**src/rtl/msg_rx_pkg.sv**
```systemverilog
// Shared definitions for the receive message controller: FSM encoding and
// default header constants also used by the transmit side.
package msg_rx_pkg;

    localparam logic [1:0] ST_IDLE  = 2'd0;
    localparam logic [1:0] ST_RECV  = 2'd1;
    localparam logic [1:0] ST_CHECK = 2'd2;
    localparam logic [1:0] ST_ABORT = 2'd3;

    localparam logic [15:0] DEF_SYNC      = 16'h1234;
    localparam logic [15:0] DEF_ID1       = 16'd101;
    localparam logic [15:0] DEF_ID2       = 16'd102;
    localparam logic [15:0] DEF_HDR_BYTES = 16'd8;
    localparam logic [15:0] DEF_MAX_BYTES = 16'd264;

    // Sequence numbers wrap modulo 2^16, so FFFF -> 0000 is contiguous.
    function automatic logic seq_is_gap(input logic [15:0] last_seq, input logic [15:0] seq);
        return seq != (last_seq + 16'd1);
    endfunction

endpackage

```
**src/rtl/msg_rx_controller_if.sv**
```systemverilog
// Router/consumer-facing signal bundle of msg_rx_controller.
interface msg_rx_controller_if;

    logic        MessageByteReady;
    logic [15:0] SyncWord;
    logic [15:0] MessageID;
    logic [15:0] ByteCount;
    logic [15:0] SequenceNumber;
    logic        MessageComplete;
    logic        Msg1Ack;
    logic        Msg2Ack;
    logic        StatusClear;

    logic        RouterClear;
    logic        Msg1Ready;
    logic        Msg2Ready;
    logic        CmdStrobe;
    logic [15:0] CmdID;
    logic [15:0] LastSeq;
    logic        SeqGap;
    logic        Overrun1;
    logic        Overrun2;
    logic [7:0]  ErrorCount;

    modport master (
        output MessageByteReady, SyncWord, MessageID, ByteCount, SequenceNumber,
        output MessageComplete, Msg1Ack, Msg2Ack, StatusClear,
        input  RouterClear, Msg1Ready, Msg2Ready, CmdStrobe, CmdID, LastSeq,
        input  SeqGap, Overrun1, Overrun2, ErrorCount
    );

    modport slave (
        input  MessageByteReady, SyncWord, MessageID, ByteCount, SequenceNumber,
        input  MessageComplete, Msg1Ack, Msg2Ack, StatusClear,
        output RouterClear, Msg1Ready, Msg2Ready, CmdStrobe, CmdID, LastSeq,
        output SeqGap, Overrun1, Overrun2, ErrorCount
    );

endinterface

```
**src/rtl/msg_timeout_counter.sv**
```systemverilog
// Restartable idle counter; o_expired flags the increment that reaches TIMEOUT.
module msg_timeout_counter #(
    parameter int unsigned TIMEOUT = 50000
) (
    input  logic i_clk,
    input  logic i_rst,
    input  logic i_restart,
    input  logic i_inc,
    output logic o_expired
);

    localparam int unsigned CW = $clog2(TIMEOUT + 1);
    localparam logic [CW-1:0] LIMIT = CW'(TIMEOUT);
    localparam logic [CW-1:0] LAST  = CW'(TIMEOUT - 1);

    logic [CW-1:0] r_count;

    always_ff @(posedge i_clk or posedge i_rst) begin
        if (i_rst) begin
            r_count <= '0;
        end else if (i_restart) begin
            r_count <= '0;
        end else if (i_inc && r_count != LIMIT) begin
            r_count <= r_count + 1'b1;
        end
    end

    assign o_expired = i_inc && !i_restart && (r_count == LAST);

endmodule

```
**src/rtl/msg_rx_controller.sv**
```systemverilog
// Receive message sequencer: validates completed headers, hands data buffers
// to the consumer, strobes header-only commands and aborts stalled messages.
module msg_rx_controller
    import msg_rx_pkg::*;
#(
    parameter logic [15:0] SYNC       = DEF_SYNC,
    parameter logic [15:0] ID1        = DEF_ID1,
    parameter logic [15:0] ID2        = DEF_ID2,
    parameter logic [15:0] HDR_BYTES  = DEF_HDR_BYTES,
    parameter logic [15:0] MAX_BYTES1 = DEF_MAX_BYTES,
    parameter logic [15:0] MAX_BYTES2 = DEF_MAX_BYTES,
    parameter int unsigned TIMEOUT    = 50000
) (
    input logic               i_clock,
    input logic               i_clear,
    msg_rx_controller_if.slave bus
);

    logic [1:0]  r_state;
    logic [1:0]  w_state_next;
    logic        r_first;
    logic [15:0] r_last_seq;
    logic        r_seq_gap;
    logic        r_ready1;
    logic        r_ready2;
    logic        r_ovr1;
    logic        r_ovr2;
    logic        r_cmd_strobe;
    logic [15:0] r_cmd_id;
    logic        r_router_clear;
    logic [7:0]  r_err_count;

    logic w_expired;
    logic w_in_check;
    logic w_sync_ok;
    logic w_is_id1;
    logic w_is_id2;
    logic w_acc1;
    logic w_acc2;
    logic w_acc_cmd;
    logic w_accept;
    logic w_enter_abort;

    // Held at zero outside RECV; each byte strobe restarts the idle window.
    msg_timeout_counter #(
        .TIMEOUT (TIMEOUT)
    ) u_timeout (
        .i_clk     (i_clock),
        .i_rst     (i_clear),
        .i_restart ((r_state != ST_RECV) || bus.MessageByteReady),
        .i_inc     (r_state == ST_RECV),
        .o_expired (w_expired)
    );

    assign w_in_check = (r_state == ST_CHECK);
    assign w_sync_ok  = (bus.SyncWord == SYNC);
    assign w_is_id1   = (bus.MessageID == ID1);
    assign w_is_id2   = (bus.MessageID == ID2);
    assign w_acc1     = w_in_check && w_sync_ok && w_is_id1 && (bus.ByteCount <= MAX_BYTES1);
    assign w_acc2     = w_in_check && w_sync_ok && w_is_id2 && (bus.ByteCount <= MAX_BYTES2);
    assign w_acc_cmd  = w_in_check && w_sync_ok && !w_is_id1 && !w_is_id2 &&
                        (bus.ByteCount == HDR_BYTES);
    assign w_accept   = w_acc1 || w_acc2 || w_acc_cmd;

    always_comb begin
        w_state_next = r_state;
        case (r_state)
            ST_IDLE: begin
                if (bus.MessageComplete)       w_state_next = ST_CHECK;
                else if (bus.MessageByteReady) w_state_next = ST_RECV;
            end
            ST_RECV: begin
                if (bus.MessageComplete) w_state_next = ST_CHECK;
                else if (w_expired)      w_state_next = ST_ABORT;
            end
            ST_CHECK: w_state_next = w_accept ? ST_IDLE : ST_ABORT;
            ST_ABORT: w_state_next = ST_IDLE;
            default:  w_state_next = ST_IDLE;
        endcase
    end

    assign w_enter_abort = (w_state_next == ST_ABORT);

    always_ff @(posedge i_clock or posedge i_clear) begin
        if (i_clear) begin
            r_state        <= ST_IDLE;
            r_first        <= 1'b1;
            r_last_seq     <= '0;
            r_seq_gap      <= 1'b0;
            r_ready1       <= 1'b0;
            r_ready2       <= 1'b0;
            r_ovr1         <= 1'b0;
            r_ovr2         <= 1'b0;
            r_cmd_strobe   <= 1'b0;
            r_cmd_id       <= '0;
            r_router_clear <= 1'b0;
            r_err_count    <= '0;
        end else begin
            r_state        <= w_state_next;
            r_router_clear <= w_enter_abort;
            r_cmd_strobe   <= w_acc_cmd;

            if (w_acc_cmd) r_cmd_id <= bus.MessageID;

            if (w_accept) begin
                r_last_seq <= bus.SequenceNumber;
                r_first    <= 1'b0;
            end

            if (w_acc1)           r_ready1 <= 1'b1;
            else if (bus.Msg1Ack) r_ready1 <= 1'b0;
            if (w_acc2)           r_ready2 <= 1'b1;
            else if (bus.Msg2Ack) r_ready2 <= 1'b0;

            // Clearing the sticky status takes precedence over any new event.
            if (bus.StatusClear) begin
                r_seq_gap   <= 1'b0;
                r_ovr1      <= 1'b0;
                r_ovr2      <= 1'b0;
                r_err_count <= '0;
            end else begin
                if (w_accept && !r_first && seq_is_gap(r_last_seq, bus.SequenceNumber)) begin
                    r_seq_gap <= 1'b1;
                end
                if (w_acc1 && r_ready1 && !bus.Msg1Ack) r_ovr1 <= 1'b1;
                if (w_acc2 && r_ready2 && !bus.Msg2Ack) r_ovr2 <= 1'b1;
                if (w_enter_abort && r_err_count != 8'hFF) r_err_count <= r_err_count + 8'd1;
            end
        end
    end

    assign bus.RouterClear = r_router_clear;
    assign bus.Msg1Ready   = r_ready1;
    assign bus.Msg2Ready   = r_ready2;
    assign bus.CmdStrobe   = r_cmd_strobe;
    assign bus.CmdID       = r_cmd_id;
    assign bus.LastSeq     = r_last_seq;
    assign bus.SeqGap      = r_seq_gap;
    assign bus.Overrun1    = r_ovr1;
    assign bus.Overrun2    = r_ovr2;
    assign bus.ErrorCount  = r_err_count;

endmodule

```
**src/flat_wrapper.sv**
```systemverilog
// flat-port wrapper written by rule: the top's interface ports become plain ports
module msg_rx_controller_flat import msg_rx_pkg::*;
#(
    parameter logic [15:0] SYNC       = DEF_SYNC,
    parameter logic [15:0] ID1        = DEF_ID1,
    parameter logic [15:0] ID2        = DEF_ID2,
    parameter logic [15:0] HDR_BYTES  = DEF_HDR_BYTES,
    parameter logic [15:0] MAX_BYTES1 = DEF_MAX_BYTES,
    parameter logic [15:0] MAX_BYTES2 = DEF_MAX_BYTES,
    parameter int unsigned TIMEOUT    = 50000
)
  (i_clock, i_clear, bus_MessageByteReady, bus_SyncWord, bus_MessageID, bus_ByteCount, bus_SequenceNumber, bus_MessageComplete, bus_Msg1Ack, bus_Msg2Ack, bus_StatusClear, bus_RouterClear, bus_Msg1Ready, bus_Msg2Ready, bus_CmdStrobe, bus_CmdID, bus_LastSeq, bus_SeqGap, bus_Overrun1, bus_Overrun2, bus_ErrorCount);
  msg_rx_controller_if bus_i ();
  input logic i_clock;
  input logic i_clear;
  input wire logic [$bits(bus_i.MessageByteReady)-1:0] bus_MessageByteReady;
  input wire logic [$bits(bus_i.SyncWord)-1:0] bus_SyncWord;
  input wire logic [$bits(bus_i.MessageID)-1:0] bus_MessageID;
  input wire logic [$bits(bus_i.ByteCount)-1:0] bus_ByteCount;
  input wire logic [$bits(bus_i.SequenceNumber)-1:0] bus_SequenceNumber;
  input wire logic [$bits(bus_i.MessageComplete)-1:0] bus_MessageComplete;
  input wire logic [$bits(bus_i.Msg1Ack)-1:0] bus_Msg1Ack;
  input wire logic [$bits(bus_i.Msg2Ack)-1:0] bus_Msg2Ack;
  input wire logic [$bits(bus_i.StatusClear)-1:0] bus_StatusClear;
  output wire logic [$bits(bus_i.RouterClear)-1:0] bus_RouterClear;
  output wire logic [$bits(bus_i.Msg1Ready)-1:0] bus_Msg1Ready;
  output wire logic [$bits(bus_i.Msg2Ready)-1:0] bus_Msg2Ready;
  output wire logic [$bits(bus_i.CmdStrobe)-1:0] bus_CmdStrobe;
  output wire logic [$bits(bus_i.CmdID)-1:0] bus_CmdID;
  output wire logic [$bits(bus_i.LastSeq)-1:0] bus_LastSeq;
  output wire logic [$bits(bus_i.SeqGap)-1:0] bus_SeqGap;
  output wire logic [$bits(bus_i.Overrun1)-1:0] bus_Overrun1;
  output wire logic [$bits(bus_i.Overrun2)-1:0] bus_Overrun2;
  output wire logic [$bits(bus_i.ErrorCount)-1:0] bus_ErrorCount;
  assign bus_i.MessageByteReady = bus_MessageByteReady;
  assign bus_i.SyncWord = bus_SyncWord;
  assign bus_i.MessageID = bus_MessageID;
  assign bus_i.ByteCount = bus_ByteCount;
  assign bus_i.SequenceNumber = bus_SequenceNumber;
  assign bus_i.MessageComplete = bus_MessageComplete;
  assign bus_i.Msg1Ack = bus_Msg1Ack;
  assign bus_i.Msg2Ack = bus_Msg2Ack;
  assign bus_i.StatusClear = bus_StatusClear;
  assign bus_RouterClear = bus_i.RouterClear;
  assign bus_Msg1Ready = bus_i.Msg1Ready;
  assign bus_Msg2Ready = bus_i.Msg2Ready;
  assign bus_CmdStrobe = bus_i.CmdStrobe;
  assign bus_CmdID = bus_i.CmdID;
  assign bus_LastSeq = bus_i.LastSeq;
  assign bus_SeqGap = bus_i.SeqGap;
  assign bus_Overrun1 = bus_i.Overrun1;
  assign bus_Overrun2 = bus_i.Overrun2;
  assign bus_ErrorCount = bus_i.ErrorCount;
  msg_rx_controller #(.SYNC(SYNC), .ID1(ID1), .ID2(ID2), .HDR_BYTES(HDR_BYTES), .MAX_BYTES1(MAX_BYTES1), .MAX_BYTES2(MAX_BYTES2), .TIMEOUT(TIMEOUT)) u_core (.i_clock(i_clock), .i_clear(i_clear), .bus(bus_i));
endmodule
```
**config.mk**
```make
export PLATFORM = sky130hd
export DESIGN_NAME = msg_rx_controller_flat
export DESIGN_NICKNAME = d
export VERILOG_FILES = /design/src/rtl/msg_rx_pkg.sv /design/src/rtl/msg_rx_controller_if.sv /design/src/rtl/msg_timeout_counter.sv /design/src/rtl/msg_rx_controller.sv /design/src/flat_wrapper.sv
export SDC_FILE = /design/constraint.sdc
export NUM_CORES = 1
export LEC_CHECK = 0
export CORE_MARGIN = 8
export CORE_UTILIZATION = 43
export DETAILED_ROUTE_END_ITERATION = 10
export PLACE_DENSITY = 0.78
export SYNTH_ARGS = -nofsm -noshare
export SYNTH_HDL_FRONTEND = slang
export SYNTH_HIERARCHICAL = 1
export SYNTH_SLANG_ARGS = --single-unit
```
**constraint.sdc**
```tcl
create_clock -name i_clock -period 2.65 [get_ports i_clock]
set_input_delay 0.795 -clock i_clock [delete_from_list [all_inputs] [get_ports i_clock]]
set_output_delay 0.795 -clock i_clock [all_outputs]
set_load 0.01 [all_outputs]
```
==> flow_summary.toml <==
[yosys]
yosys-top-cells-area = "dfrtp_1 (43%), nand2_1 (5.5%), xnor2_1 (3.7%)"
syn_area_per_cell_um2 = 9.77
yosys.cell_types.count = 66
synth_flop_cell = "dfrtp_1"
synth_nets = 460
yosysSeqAreaShare = 0.439
yosysTopAreaCell = "dfrtp_1"
synth_edf_count = 0
synth_warnings = 6
synth_top_cell_area_share = 0.432
synthCells = 385
synthArstFlopShare = 1.00
netlist_area_mm2 = 0.00376
synth-seq-cells = 66

[drt]
dr.pass1.iters = 4
drt-initial-drc-count = 170
via_per_inst = 5.46
wl_mm = 11.4
wl_per_cell_um = 17.4
antenna_left = 0
drc = 0
via_count = 3579

[sta]
hold_ws_ps = 515
fmax_mhz = 381
fin_crit_sh = 0.989
tightest_slew_ps = 627
setup_viol_count_final = 0
finalHoldViolations = 0
slew_violations = 0
skew_ps = 13.4
relSlewSlack = 0.582
min_period_ps = 2620

[setup_path]
cp_max_fo = 15
slowest_stage = "clkdlybuf4s50_1"
crit_family = "simple AND/OR/NAND/NOR gates"
cp.buffers_inverters = 2
critPathLaunchType = "input pin"
r2r_end = "u_core/bus.ErrorCount[5]"
reg2reg_setup_slack_ps = 210
cp.arrival_ps = 2890
reg2reg_depth = 8
worstPathRequired_ps = 2920
slowest_delay_ps = 590
endpoint_kind = "register"
rr_startpoint = "u_core/u_timeout/r_count[10]"
path_cells = "clkdlybuf4s50_1, xor2_2, nand3_1, nor2_2, a211oi_4, buf_12, or4_1, a21oi_2"
worstSetupPathType = "input pin to register"

[clocking]
cts-hold-fix-buffers = 0
cts_num_sinks = 66
max-clock-path-buffers = 2
cts_buffers = 9
clkTransAtPathRegs_ps = 70
htree_levels = 3
cts-root-buf = "clkbuf_8"
cts_tree = "built"
clock_latency_ps = 350

[place]
dpl.hpwl_mm = 8.59
gp_congestion = 0.865
port_buffers = 117
place_area_mm2 = 0.00530
dp.cells = 634

[floorplanning]
die-area_mm2 = 0.0120
initial_core_util = 0.438
num_io_pins = 118
row_count = 34
core_mm2 = 0.00859
die_h_um = 110
die_w_um = 110

[global_routing]
grt_usage = 0.192
grt_pass1_vias = 3672
grt_pass1_wl_mm = 18.1
antenna_found_initial = 0
overflow = 0
grt_start_max_net_pins = 29

[power]
p_leak_uw = 0.00246
powerDensity_mw_per_mm2 = 424
peakVddDrop_v = 0.000339

[layout]
layout-drive-gt1-share = 0.197
antenna_cells = 0
layout_common_cells = "clkdlybuf4s50_1 (96), dfrtp_1 (65), nand2_1 (55), buf_4 (34), nor2_1 (20)"
stdcell_count = 656
final_net_count = 618
fin_util = 0.666
fillCellCount = 679
final_common_cell = "clkdlybuf4s50_1"
syn_to_final_growth_pct = 52.1
final_area_mm2 = 0.00572

[job]
maxCapViolCount = 0

[min_path]
holdPathStages = 2
min_from = "u_core/bus.Overrun2"
worstHoldPathType = "register to register"
worstHoldEndpoint = "u_core/bus.Overrun2"

[outcome]
outcome = "completed"
kinds of logic (layout without fill, tap and decap cells):
kind of cell	count (synthesis)	after routing	share of synthesized area
xor gates and xnor gates	27	27	0.0629
buffers and inverters	24	187	0.0323
and+or+nand+nor	174	174	0.259
AOI/OAI and AO/OA	72	72	0.131
DFF	66	66	0.439
muxes	18	18	0.0625
adders and majority gates	4	4	0.0133
per-stage QoR:
stage          TNS (ps)  total power, µW  setup slack [ps]
3_3_place_gp     -20230             1570              -627
6_report              0             2430              28.0
4_1_cts               0             2430              1.70
3_5_place_dp     -20350             1580              -588
5_1_grt           -4.09             2530             -3.61
2_1_floorplan     -1660             1310              -150
worst max path at each step:
stage / from / to / slack (ps) / cells after the start
floorplan: bus_SyncWord[8] / u_core/bus.CmdID[10] / -150 / 6
global placement: bus_SyncWord[15] / u_core/bus.SeqGap / -630 / 9
detailed placement: bus_SyncWord[8] / u_core/bus.SeqGap / -590 / 8
CTS: bus_SyncWord[10] / u_core/bus.CmdID[12] / 2 / 7
global route: bus_SyncWord[0] / u_core/bus.SeqGap / -4 / 9
finish: bus_MessageID[0] / u_core/bus.ErrorCount[5] / 30 / 8
area by class of cell:
cell class              count  area, µm²  share of cell area
multi-input cells         295       2150               0.376
flip-flops and latches     66       1650               0.289
well taps                 108        135              0.0236
clock buffers               9        124              0.0216
repair buffers            158       1540               0.269
clock inverters             7       70.1              0.0122
inverters                  13       48.8             0.00853
routing by layer:
layer | global-route usage | vias up | wire length, µm
met5 | 0 | - | 0
li1 | - | 1710 | -
met1 | 0.227 | 1778 | 4730
met2 | 0.338 | 75 | 6050
met4 | 0.0743 | 0 | 240
met3 | 0.0352 | 16 | 413
power breakdown:
group	switching (µW)	internal [µW]	total (µW)
Clock	411	432	843
Combinational	248	267	514
Sequential	29.7	1040	1070
Total	688	1740	2430
sequential cells by signal, summed over array words and instances, names as in the netlist, 2 cells and up:
signal / count
u_core/bus.CmdID: 16
u_core/r_state: 2
u_core/bus.LastSeq: 16
u_core/bus.ErrorCount: 8
u_core/u_timeout/r_count: 16
repair_timing:
action                                  in CTS  in global routing
endpoints found under the setup margin      33                 48
gates resized for setup                     36                 32
cloned                                       1                  0
pin swaps                                    7                 18
setup buffers                                2                  4
worst reg2reg max path, stage by stage, from the launching register on:
cell,delay [ps]
dfrtp_1,420
or3_4,410
nor4_1,240
nor3b_2,230
nand3b_1,100
nand2_1,110
nand2_1,150
or4_1,550
a21oi_2,150
cells in the mapped netlist (all sizes together) (11+ instances only):
master	instances
a21oi	20
xnor2	16
or3	11
o21ai	16
nand2	55
dfrtp	65
mux2	17
nor2	21
xor2	11
inv	13
nand3	15
nand4	11
No activity file was read; power rests on OpenSTA's default activity.
